--- src/rtl/reg_wb_arbiter.sv ---
// Write-port controller for the register file: post-reset zero-fill, then NREQ-way writeback arbitration.
// Define RR_ARB_EN for round-robin grant; otherwise fixed priority (lowest index wins).
module reg_wb_arbiter #(
  parameter int NREQ  = 2,
  parameter int AW    = 5,
  parameter int DW    = 32,
  parameter int NREGS = 32
) (
  input  logic               clk,
  input  logic               rst,
  input  logic [NREQ-1:0]    req_valid,
  input  logic [NREQ*AW-1:0] req_addr,
  input  logic [NREQ*DW-1:0] req_data,
  output logic [NREQ-1:0]    req_ready,
  output logic               we,
  output logic [AW-1:0]      waddr,
  output logic [DW-1:0]      wdata,
  output logic               init_done
);
  localparam int IW = (NREQ > 1) ? $clog2(NREQ) : 1;

  typedef enum logic {CLEAR = 1'b0, RUN = 1'b1} state_t;

  state_t          state_q;
  logic [AW-1:0]   clr_ptr_q;
  logic            we_q;
  logic [AW-1:0]   waddr_q;
  logic [DW-1:0]   wdata_q;
  logic            init_done_q;
`ifdef RR_ARB_EN
  logic [IW-1:0]   rr_ptr_q;
`endif

  logic [NREQ-1:0] grant_d;
  logic [IW-1:0]   gidx_d;
  logic            found_d;
  logic            xfer;
  logic [AW-1:0]   sel_addr;
  logic [DW-1:0]   sel_data;

  // Grant is a function of state, req_valid and rr_ptr only; addr/data never feed it.
  always_comb begin
    grant_d = '0;
    gidx_d  = '0;
    found_d = 1'b0;
`ifdef RR_ARB_EN
    for (int k = 0; k < NREQ; k++) begin
      int j;
      j = int'(rr_ptr_q) + k;
      if (j >= NREQ) j = j - NREQ;
      if (!found_d && req_valid[j]) begin
        found_d = 1'b1;
        gidx_d  = IW'(j);
      end
    end
`else
    for (int k = 0; k < NREQ; k++) begin
      if (!found_d && req_valid[k]) begin
        found_d = 1'b1;
        gidx_d  = IW'(k);
      end
    end
`endif
    if (state_q == RUN && !rst && found_d) grant_d[gidx_d] = 1'b1;
  end

  assign req_ready = grant_d;
  assign xfer      = |grant_d;
  assign sel_addr  = req_addr[gidx_d*AW +: AW];
  assign sel_data  = req_data[gidx_d*DW +: DW];

  always_ff @(posedge clk) begin
    if (rst) begin
      state_q     <= CLEAR;
      clr_ptr_q   <= AW'(1);
      we_q        <= 1'b0;
      waddr_q     <= '0;
      wdata_q     <= '0;
      init_done_q <= 1'b0;
`ifdef RR_ARB_EN
      rr_ptr_q    <= '0;
`endif
    end else begin
      case (state_q)
        CLEAR: begin
          we_q      <= 1'b1;
          waddr_q   <= clr_ptr_q;
          wdata_q   <= '0;
          clr_ptr_q <= clr_ptr_q + AW'(1);
          if (clr_ptr_q == AW'(NREGS-1)) begin
            state_q     <= RUN;
            init_done_q <= 1'b1;
          end
        end
        RUN: begin
          // A transfer to x0 is consumed but never reaches the port.
          we_q <= xfer && (sel_addr != '0);
          if (xfer && sel_addr != '0) begin
            waddr_q <= sel_addr;
            wdata_q <= sel_data;
          end
`ifdef RR_ARB_EN
          if (xfer) rr_ptr_q <= (gidx_d == IW'(NREQ-1)) ? '0 : gidx_d + IW'(1);
`endif
        end
      endcase
    end
  end

  assign we        = we_q;
  assign waddr     = waddr_q;
  assign wdata     = wdata_q;
  assign init_done = init_done_q;
endmodule
--- config.mk ---
export PLATFORM = sky130hd
export DESIGN_NAME = reg_wb_arbiter
export DESIGN_NICKNAME = d
export VERILOG_FILES = /design/src/rtl/reg_wb_arbiter.sv
export SDC_FILE = /design/constraint.sdc
export NUM_CORES = 1
export LEC_CHECK = 0
export ABC_AREA = 1
export BUFFER_PORTS_ARGS = -buffer_cell sky130_fd_sc_hd__buf_2
export CAP_MARGIN = 0
export CORE_MARGIN = 5
export CORE_UTILIZATION = 35
export CTS_CLUSTER_SIZE = 20
export DETAILED_ROUTE_END_ITERATION = 7
export HOLD_SLACK_MARGIN = 0.1
export PLACE_DENSITY = 0.73
export SLEW_MARGIN = 10
export SYNTH_ARGS = -nofsm -noshare
export SYNTH_HDL_FRONTEND = slang
export SYNTH_SLANG_ARGS = --single-unit
--- constraint.sdc ---
create_clock -name clk -period 1.9 [get_ports clk]
set_clock_uncertainty 0.05 [all_clocks]
set_input_delay 0.475 -clock clk [delete_from_list [all_inputs] [get_ports clk]]
set_output_delay 0.475 -clock clk [all_outputs]
set_load 0.03 [all_outputs]
==> impl_metrics.csv <==
group,metric,value,unit
run_status,status,"finished, final reports clean",
sta,tightest_slew,0.272,ns
clocking,holdBufCountCts,0,
power_and_ir_drop,powerDensity,631,mW/mm²
floorplan,fp.dieArea,0.00809,mm²
setup_path,cp-start-kind,"flop",
yosys,ys_seq_area_share,40.3,%
hold_path,hold_path_class,"reg -> reg",
global_routing,grt_pass1_vias,2405,
finish,final_nets,539,
clocking,clk_pin_slew,0.09,ns
yosys,synth_seq_cells,45,
global_routing,grt_overflow,0,
floorplan,die_height,90.0,µm
finish,fill_cells,622,
drt,final_antenna_net_count,0,
yosys,synth_area,0.00224,mm²
yosys,syn_inst,337,
finish,design_area,0.00312,mm²
floorplan,coreArea,0.00628,mm²
floorplan,fp-row-count,29,
sta,relSlewSlack,81.7,%
floorplan,die_x,90.0,µm
setup_path,cp.required,1.37,ns
sta,timing.final.crit_share,96.3,%
setup_path,end_kind,"output port",
yosys,synth_edf_count,0,
placed_design,postPlaceCellArea,0.00298,mm²
drt,drt-total-wl,6.43,mm
drt,drc,0,
yosys,synthArstFlopShare,0,%
finish,syn_to_final_growth,39.5,%
yosys,yosysWarnings,0,
sta,rsz0062_at_grt,"false",
sta,hold_viol,0,
global_routing,grt_usage,15.8,%
drt,routedWlPerCell,12.0,µm
setup_path,path_delay_family,"buffers and inverters",
floorplan,io_pins,119,
floorplan,start_util,35.6,%
placed_design,gp_congestion,0.800,
setup_path,crit_arrival,1.31,ns
setup_path,cp_common_cell,"buf_4",
drt,drtIter0Drc,71,
clocking,cts-buffers-inserted,5,
sta,tns,0,ns
sta,fin_crit,1.83,ns
clocking,htreeDepth,2,
clocking,cts_setup_buffers,0,
placed_design,dpl.hpwl,5.05,mm
global_routing,grt_max_degree,37,
clocking,clk_path_buf_depth,2,
setup_path,cp_max_fo,11,
job,maxCapViolCount,0,
sta,drv_slew,0,
drt,num_vias,2401,
power_and_ir_drop,peakVddDrop,0.307,mV
sta,clock.fmax,0.546,GHz
yosys,ys.flop_type,"dfxtp_1",
yosys,syn_area_per_cell,6.64,µm²
clocking,clock_latency,0.29,ns
sta,finalSetupViolCount,0,
clocking,clockRootBuffer,"clkbuf_8",
drt,vias_per_cell,4.47,
yosys,yosysUniqueCellTypes,23,
finish,drive_gt1_share,34.8,%
global_routing,antenna_found_initial,0,
global_routing,grt_pass1_wl,10.9,mm
placed_design,io_buffers,118,
drt,first_pass_iters,4,
finish,diodes,0,
clocking,tritoncts,"done",
yosys,synth_nets,417,
clocking,cts_sinks,45,
power_and_ir_drop,power.leakage,1.76,nW
setup_path,crit_chain,"inv_4 > nor2_4 > o21ai_0 > buf_4 > nor2_1 > buf_4",
setup_path,crit_buf_inv,3,
setup_path,cpMaxStageDelayCell,"dfxtp_2",
setup_path,timing_worst_setup_path_type,"reg -> out",
setup_path,cpPeakStageDelay,0.36,ns
==> final cells by class <==
| cell class | count | area [µm²] | area share (%) |
|---|---|---|---|
| timing repair buffer | 135 | 748 | 24.0 |
| sequential | 45 | 902 | 28.9 |
| clock buffer | 6 | 82.6 | 2.65 |
| clock inverter | 2 | 37.5 | 1.20 |
| tap | 77 | 96.3 | 3.09 |
| multi-input combinational | 236 | 1120 | 35.8 |
| inverter | 36 | 138 | 4.41 |
==> report_power, final <==
group          switching (mW)  internal [mW]  total, mW
clock network           0.319          0.428      0.746
registers             0.00945          0.956      0.966
logic                   0.131          0.125      0.256
==> metal layers <==
metal,vias to the layer above,GRT usage (%),wire length [µm]
met1,1038,18.5,2760
met3,4,4.51,381
li1,1299,-,-
met5,-,0,0
met4,0,2.61,34
met2,60,28.7,3250
==> Yosys cell counts (4+ instances only) <==
cell	n	area (µm²)
dfxtp_1	45	901
nand3_1	17	85.1
nor3_1	4	20.0
buf_4	4	30.0
nand2_1	104	390
or2_2	7	43.8
nor2_1	30	113
o21ai_0	35	175
clkbuf_1	11	41.3
inv_1	34	128
buf_2	4	20.0
a21oi_1	22	110
mux2i_1	8	80.1
==> flip-flops by register name, indices dropped and copies added (netlist names) <==
register,count
init_done,1
waddr,5
clr_ptr_q,5
wdata,32
we,1
state_q,1
==> final timing paths <==
kind              depth (start not counted)  slack (ns)           end    startpoint
setup reg to reg                          6        0.40  clr_ptr_q[4]  clr_ptr_q[0]
hold reg to reg                           2        0.43  clr_ptr_q[4]  clr_ptr_q[4]
hold / removal                            2        0.43  clr_ptr_q[4]  clr_ptr_q[4]
setup / recovery                          6        0.07  req_ready[1]       state_q
==> per-stage QoR <==
step | setup WS (ns) | hold WS, ns | instances | utilization [%] | power (mW)
floorplan | 0.000420 | 0.398 | 337 | - | 1.12
global placement | 0.0340 | 0.399 | 529 | 47.5 | 1.24
detailed placement | 0.00375 | 0.407 | 529 | 47.5 | 1.24
CTS | 0.0175 | 0.426 | 537 | 49.6 | 1.99
global route | 0.00947 | 0.438 | 537 | 49.7 | 2.07
finish | 0.0697 | 0.430 | 537 | 49.7 | 1.97
==> logic make-up after synthesis <==
group / count (synthesis) / share of synthesized area, %
buf+inv: 56 / 10.3
simple gates: 167 / 30.8
flops: 45 / 40.3
mux: 8 / 3.58
xor+xnor: 1 / 0.392
compound gates: 58 / 13.6
fa+ha+maj: 2 / 1.12
==> tightest hold or removal path, stage by stage (launching register included) <==
cell and delay, ns:
dfxtp_1 0.32, inv_1 0.06, a21oi_1 0.05
==> cells in the final DEF (no fill, tap or decap), types with 2 or more instances in the layout <==
cell,instances
buf_2,116
nand2_1,104
dfxtp_1,44
o21ai_0,35
inv_1,33
nor2_1,28
a21oi_1,22
nand3_1,17
buf_4,17
mux2i_1,8
or2_2,7
clkbuf_8,6
nor3_1,4
inv_2,2
nor2_2,2
ha_1,2
buf_12,2
==> repair_timing <==
| action | in CTS | in global routing |
|---|---|---|
| endpoints found under the setup margin | 2 | 2 |
| resized for setup | 4 | 3 |
| pin swaps | 0 | 0 |
Note: power is estimated with default switching activity, not from simulation.
